## config.mk

```make
export PLATFORM = sky130hd
export DESIGN_NAME = bus_sequencer
export DESIGN_NICKNAME = d
export VERILOG_FILES = /design/src/rtl/bus_sequencer.sv
export SDC_FILE = /design/constraint.sdc
export NUM_CORES = 1
export LEC_CHECK = 0
export ABC_AREA = 1
export CAP_MARGIN = 0
export CORE_ASPECT_RATIO = 0.5
export CORE_MARGIN = 2
export CORE_UTILIZATION = 40
export CTS_CLUSTER_SIZE = 25
export DETAILED_ROUTE_END_ITERATION = 12
export PLACE_DENSITY = 0.7
export SLEW_MARGIN = 15
export SYNTH_ARGS = -nofsm -noshare
export SYNTH_HDL_FRONTEND = slang
export SYNTH_SLANG_ARGS = --single-unit
```

## constraint.sdc

```tcl
create_clock -name clk -period 1.28 [get_ports clk]
set_input_delay 0.128 -clock clk [delete_from_list [all_inputs] [get_ports clk]]
set_output_delay 0.128 -clock clk [all_outputs]
set_load 0.01 [all_outputs]
```

## src/rtl/bus_sequencer.sv

```systemverilog
// Register-transfer sequencer: drives one-hot load/drive enables on a shared bus to perform
// MOVE, SWAP (through an internal temp), LOAD from external data and STORE to external data.
module bus_sequencer #(
    parameter int unsigned NREG = 8,
    parameter int unsigned W    = 32,
    parameter int unsigned IW   = 3
) (
    input  logic            clk,
    input  logic            reset,
    input  logic            req_valid,
    output logic            req_ready,
    input  logic [1:0]      req_op,
    input  logic [IW-1:0]   req_src,
    input  logic [IW-1:0]   req_dst,
    input  logic [W-1:0]    ext_data_in,
    input  logic [W-1:0]    bus_in,
    output logic [W-1:0]    bus_out,
    output logic            bus_drive,
    output logic [NREG-1:0] r_in,
    output logic [NREG-1:0] r_out,
    output logic [W-1:0]    ext_data_out,
    output logic            ext_valid,
    output logic            done,
    output logic            err
);

    typedef enum logic [2:0] {
        StIdle, StXfer, StSwap1, StSwap2, StSwap3, StLoad, StStore, StErr
    } state_e;

    localparam logic [1:0] OpMove  = 2'b00;
    localparam logic [1:0] OpSwap  = 2'b01;
    localparam logic [1:0] OpLoad  = 2'b10;
    localparam logic [1:0] OpStore = 2'b11;

    state_e          state_q;
    logic [IW-1:0]   src_q;
    logic [IW-1:0]   dst_q;
    logic [W-1:0]    temp_q;
    logic [W-1:0]    bus_out_q;
    logic            bus_drive_q;
    logic [NREG-1:0] r_in_q;
    logic [NREG-1:0] r_out_q;
    logic [W-1:0]    ext_data_q;
    logic            ext_valid_q;
    logic            done_q;
    logic            err_q;
    logic            req_bad;

    function automatic logic [NREG-1:0] onehot(input logic [IW-1:0] idx);
        logic [NREG-1:0] v;
        v = '0;
        for (int i = 0; i < int'(NREG); i++) begin
            v[i] = (idx == IW'(i));
        end
        return v;
    endfunction

    function automatic logic in_range(input logic [IW-1:0] idx);
        return 32'(idx) < NREG;
    endfunction

    always_comb begin
        req_bad = 1'b0;
        case (req_op)
            OpMove, OpSwap: req_bad = (req_src == req_dst) || !in_range(req_src)
                                      || !in_range(req_dst);
            OpLoad:         req_bad = !in_range(req_dst);
            OpStore:        req_bad = !in_range(req_src);
            default:        req_bad = 1'b1;
        endcase
    end

    // Outputs are registered alongside the state, so each is valid for exactly the state's cycle.
    always_ff @(posedge clk or negedge reset) begin
        if (!reset) begin
            state_q     <= StIdle;
            src_q       <= '0;
            dst_q       <= '0;
            temp_q      <= '0;
            bus_out_q   <= '0;
            bus_drive_q <= 1'b0;
            r_in_q      <= '0;
            r_out_q     <= '0;
            ext_data_q  <= '0;
            ext_valid_q <= 1'b0;
            done_q      <= 1'b0;
            err_q       <= 1'b0;
        end else begin
            bus_out_q   <= '0;
            bus_drive_q <= 1'b0;
            r_in_q      <= '0;
            r_out_q     <= '0;
            ext_valid_q <= 1'b0;
            done_q      <= 1'b0;
            err_q       <= 1'b0;
            unique case (state_q)
                StIdle: begin
                    if (req_valid) begin
                        src_q <= req_src;
                        dst_q <= req_dst;
                        if (req_bad) begin
                            state_q <= StErr;
                            err_q   <= 1'b1;
                        end else begin
                            case (req_op)
                                OpMove: begin
                                    state_q <= StXfer;
                                    r_out_q <= onehot(req_src);
                                    r_in_q  <= onehot(req_dst);
                                    done_q  <= 1'b1;
                                end
                                OpSwap: begin
                                    state_q <= StSwap1;
                                    r_out_q <= onehot(req_src);
                                end
                                OpLoad: begin
                                    state_q     <= StLoad;
                                    bus_drive_q <= 1'b1;
                                    bus_out_q   <= ext_data_in;
                                    r_in_q      <= onehot(req_dst);
                                    done_q      <= 1'b1;
                                end
                                default: begin
                                    state_q <= StStore;
                                    r_out_q <= onehot(req_src);
                                    done_q  <= 1'b1;
                                end
                            endcase
                        end
                    end
                end
                StSwap1: begin
                    temp_q  <= bus_in;
                    state_q <= StSwap2;
                    r_out_q <= onehot(dst_q);
                    r_in_q  <= onehot(src_q);
                end
                StSwap2: begin
                    state_q     <= StSwap3;
                    bus_drive_q <= 1'b1;
                    bus_out_q   <= temp_q;
                    r_in_q      <= onehot(dst_q);
                    done_q      <= 1'b1;
                end
                StStore: begin
                    ext_data_q  <= bus_in;
                    ext_valid_q <= 1'b1;
                    state_q     <= StIdle;
                end
                StXfer, StSwap3, StLoad, StErr: state_q <= StIdle;
            endcase
        end
    end

    // Ready is withheld while reset is held so every output reads zero during reset.
    assign req_ready    = (state_q == StIdle) && reset;
    assign bus_out      = bus_out_q;
    assign bus_drive    = bus_drive_q;
    assign r_in         = r_in_q;
    assign r_out        = r_out_q;
    assign ext_data_out = ext_data_q;
    assign ext_valid    = ext_valid_q;
    assign done         = done_q;
    assign err          = err_q;

    a_rout_onehot: assert property (@(posedge clk) disable iff (!reset) $onehot0(r_out_q));
    a_no_contend:  assert property (@(posedge clk) disable iff (!reset)
                                    !(bus_drive_q && (|r_out_q)));
    a_bus_quiet:   assert property (@(posedge clk) disable iff (!reset)
                                    bus_drive_q || (bus_out_q == '0));

endmodule

```

==> flow_metrics.env, run 1 <==
export IMPL_dieArea_um2=13900
export IMPL_rows=29
export IMPL_syn_area_per_cell_um2=8.78
export IMPL_synth_area_top_cells="dfrtp_1 61%, nand2_1 14%, o21ai_1 5.8%"
export IMPL_worstPathCellList="nor2_4 > nand2_2 > nor2_4 > buf_6"
export IMPL_use_met2=0.361
export IMPL_fin_crit_sh=1.08
export IMPL_ant_nets=0
export IMPL_violations="negative setup slack"
export IMPL_dp_cells=921
export IMPL_critPathLaunchType="flip-flop"
export IMPL_powerDensity_nw_per_um2=2160
export IMPL_dp_hpwl_um=9750
export IMPL_rr_endpoint="r_in[1]"
export IMPL_hold_viol_final=0
export IMPL_worst_slack_ns=-0.103
export IMPL_fin_crit_ns=1.38
export IMPL_path_delay_family="flip-flops"
export IMPL_grt_util_met3=0.0509
export IMPL_max_freq_mhz=723
export IMPL_via_per_inst=4.75
export IMPL_cts_made_buffers=17
export IMPL_ys_seq_elements=125
export IMPL_ioPinCount=160
export IMPL_path_clk_slew_ns=0.06
export IMPL_die_height_um=84.2
export IMPL_antenna_cells=0
export IMPL_grtUsageMet1=0.265
export IMPL_path_max_fanout=2
export IMPL_syn_inst=587
export IMPL_cts_tree="yes"
export IMPL_cap_violations=0
export IMPL_final_area_um2=7780
export IMPL_grt_max_degree=126
export IMPL_htreeDepth=4
export IMPL_leakage_nw=4.19
export IMPL_overflow=0
export IMPL_max_vdd_ir_drop_mv=0.992
export IMPL_syn_area_um2=5150
export IMPL_slowest_stage="dfrtp_1"
export IMPL_rsz0062_at_grt="yes"
export IMPL_critPathMostFrequentCell="nor2_4"
export IMPL_yosysWarnings=0
export IMPL_grt_pass1_vias=4496
export IMPL_final_cells=956
export IMPL_drv_slew=0
export IMPL_die_width_um=164
export IMPL_dr_pass1_iters=5
export IMPL_cts_root_buf="clkbuf_16"
export IMPL_rr_worst_depth=7
export IMPL_cts_setup_buffers=0
export IMPL_initial_utilization=0.408
export IMPL_grt_first_pass_wirelength_um=22700
export IMPL_drc=0
export IMPL_synth_distinct_cells=20
export IMPL_synth_top_cell_by_area="dfrtp_1"
export IMPL_holdPathStages=3
export IMPL_fin_nets=848
export IMPL_status="finished, violations left"
export IMPL_placed_area_um2=7120
export IMPL_fin_skew_ns=0.00751
export IMPL_cts_sinks=125
export IMPL_holdPathEnd="bus_out[4]"
export IMPL_worstSetupEndpointType="primary output"
export IMPL_area_growth_pct=51.1
export IMPL_crit_buf_inv=1
export IMPL_gp_congestion=0.840
export IMPL_r2r_start="state_q[0]"
export IMPL_r2r_slack_ns=-0.03
export IMPL_antenna_found_initial=0
export IMPL_port_buffers=159
export IMPL_grt_use_total=0.213
export IMPL_layout_drive_gt1_share=0.113
export IMPL_core_um2=12600
export IMPL_setup_viol=6
export IMPL_avgRoutedWirePerCell_um=15.0
export IMPL_fin_tns_setup_ns=-0.161
export IMPL_routed_via_count=4540
export IMPL_slew_headroom=0.548
export IMPL_drt_total_wl_um=14300
export IMPL_critical_path_class="reg -> out"
export IMPL_seq_area_frac_synth=0.607
export IMPL_busiest_layer="met2"
export IMPL_worst_skew_pair_late_latency_ns=0.41
export IMPL_min_from="ext_data_in[4]"
export IMPL_ctsLongestPathBuffers=2
export IMPL_critPathRequiredTime_ns=1.15
export IMPL_drtIter0Drc=320
export IMPL_hp_class="in -> reg"
export IMPL_synth_nets=662
export IMPL_tightest_slew_ns=0.679
export IMPL_crit_arrival_ns=1.26
export IMPL_post_place_ws_ns=-0.189
export IMPL_slowest_delay_ns=0.40
export IMPL_synth_top_area_frac=0.607
placed cells by master, fill, tap and decap left out, types with 9 or more instances in the layout:
cell             instances
nor2_1                  29
buf_12                   9
clkdlybuf4s50_1         73
dlygate4sd2_1           84
clkbuf_16               19
nand3_1                 50
inv_1                   53
buf_4                   24
o21ai_1                 62
dfrtp_1                125
nand2_1                195
flip-flops by register name, summed over array words and instances, names as in the netlist:
signal and count:
bus_out 32, ext_data_out 32, temp_q 32, r_in 8
r_out 8, dst_q 3, src_q 3, state_q 3
bus_drive 1, done 1, err 1, ext_valid 1
synth_stat cells:
| master | number |
|---|---|
| nand2_1 | 196 |
| dfrtp_1 | 125 |
| inv_2 | 5 |
| o21ai_2 | 3 |
| nand2_2 | 1 |
| inv_1 | 54 |
| buf_6 | 4 |
| nor3_1 | 6 |
| a21oi_1 | 6 |
| nor2_1 | 31 |
| nor2_4 | 1 |
| buf_2 | 17 |
| nand3_2 | 1 |
| clkbuf_1 | 3 |
| o21ai_0 | 9 |
| o21ai_1 | 60 |
| nor2_2 | 1 |
| nand4_1 | 6 |
| buf_4 | 6 |
| nand3_1 | 52 |
layout make-up:
| cell class | count | area [um^2] |
|---|---|---|
| flip-flops and latches | 125 | 3130 |
| fillers | 1079 | 4850 |
| repair buffers | 197 | 1940 |
| multi-input cells | 373 | 1660 |
| well taps | 170 | 213 |
| inverters | 59 | 238 |
| clock buffers | 18 | 439 |
| clock inverters | 14 | 169 |
routing by layer:
layer,vias up,part of all wire
met5,-,0
met4,0,0.022
met3,20,0.053
met2,148,0.49
met1,2142,0.43
li1,2230,-
where the power goes:
part	internal [mW]	leakage (nW)	switching (mW)	total (mW)
registers	5.39	1.61	0.775	6.16
clock network	3.12	0.296	1.81	4.92
logic	2.55	2.28	3.14	5.69
timing repair:
action | CTS | global route
endpoints found under the setup margin | 119 | 100
gates resized for setup | 98 | 18
endpoints found under the hold margin | 125 | 0
cloned | 0 | 2
hold buffers | 1 | 0
pin swaps | 0 | 2
how the worst max path moves through the flow:
stage,startpoint,end,cells past startpoint
final,state_q[0],req_ready,4
after global routing,state_q[0],req_ready,4
after CTS,state_q[2],req_ready,4
after detailed placement,req_op[0],r_out[1],8
after global placement,req_dst[0],r_in[7],9
after floorplan,state_q[2],temp_q[18],6
cell families (layout without fill, tap and decap cells):
logic type,after synthesis,after routing,share of synthesized area
buffers and inverters,89,288,0.0792
DFF,125,125,0.607
and+or+nand+nor,295,295,0.236
AOI/OAI and AO/OA,78,78,0.0780
through the flow:
step,utilization,power [mW],hold WS (ns)
floorplan,-,8.99,-0.168
finish,0.616,16.8,0.274
global route,0.616,17.8,0.275
CTS,0.607,16.6,0.257
global placement,0.564,11.9,0.328
detailed placement,0.564,12.1,0.338
worst reg2reg max path: stages (launching register included):
cell and delay [ns]:
dfrtp_1 0.40, nor2_4 0.13, buf_4 0.17, nand3_4 0.13, buf_12 0.18, nor2_1 0.12
nand2_1 0.07, nand2_1 0.06
No activity file was read; power rests on OpenSTA's default activity.
==> run 2, diff against run 1 <==
Settings changed: SLEW_MARGIN 15 to 20.
==> results of run 2 <==
The final DEF is identical to that of run 1; final timing and power are the same.
==> run 3, diff against run 2 <==
Settings changed: ABC_CLOCK_PERIOD_IN_PS set to 1280, HOLD_SLACK_MARGIN set to 0.1.
==> results of run 3 <==
The final DEF is identical to that of run 1; final timing and power are the same.
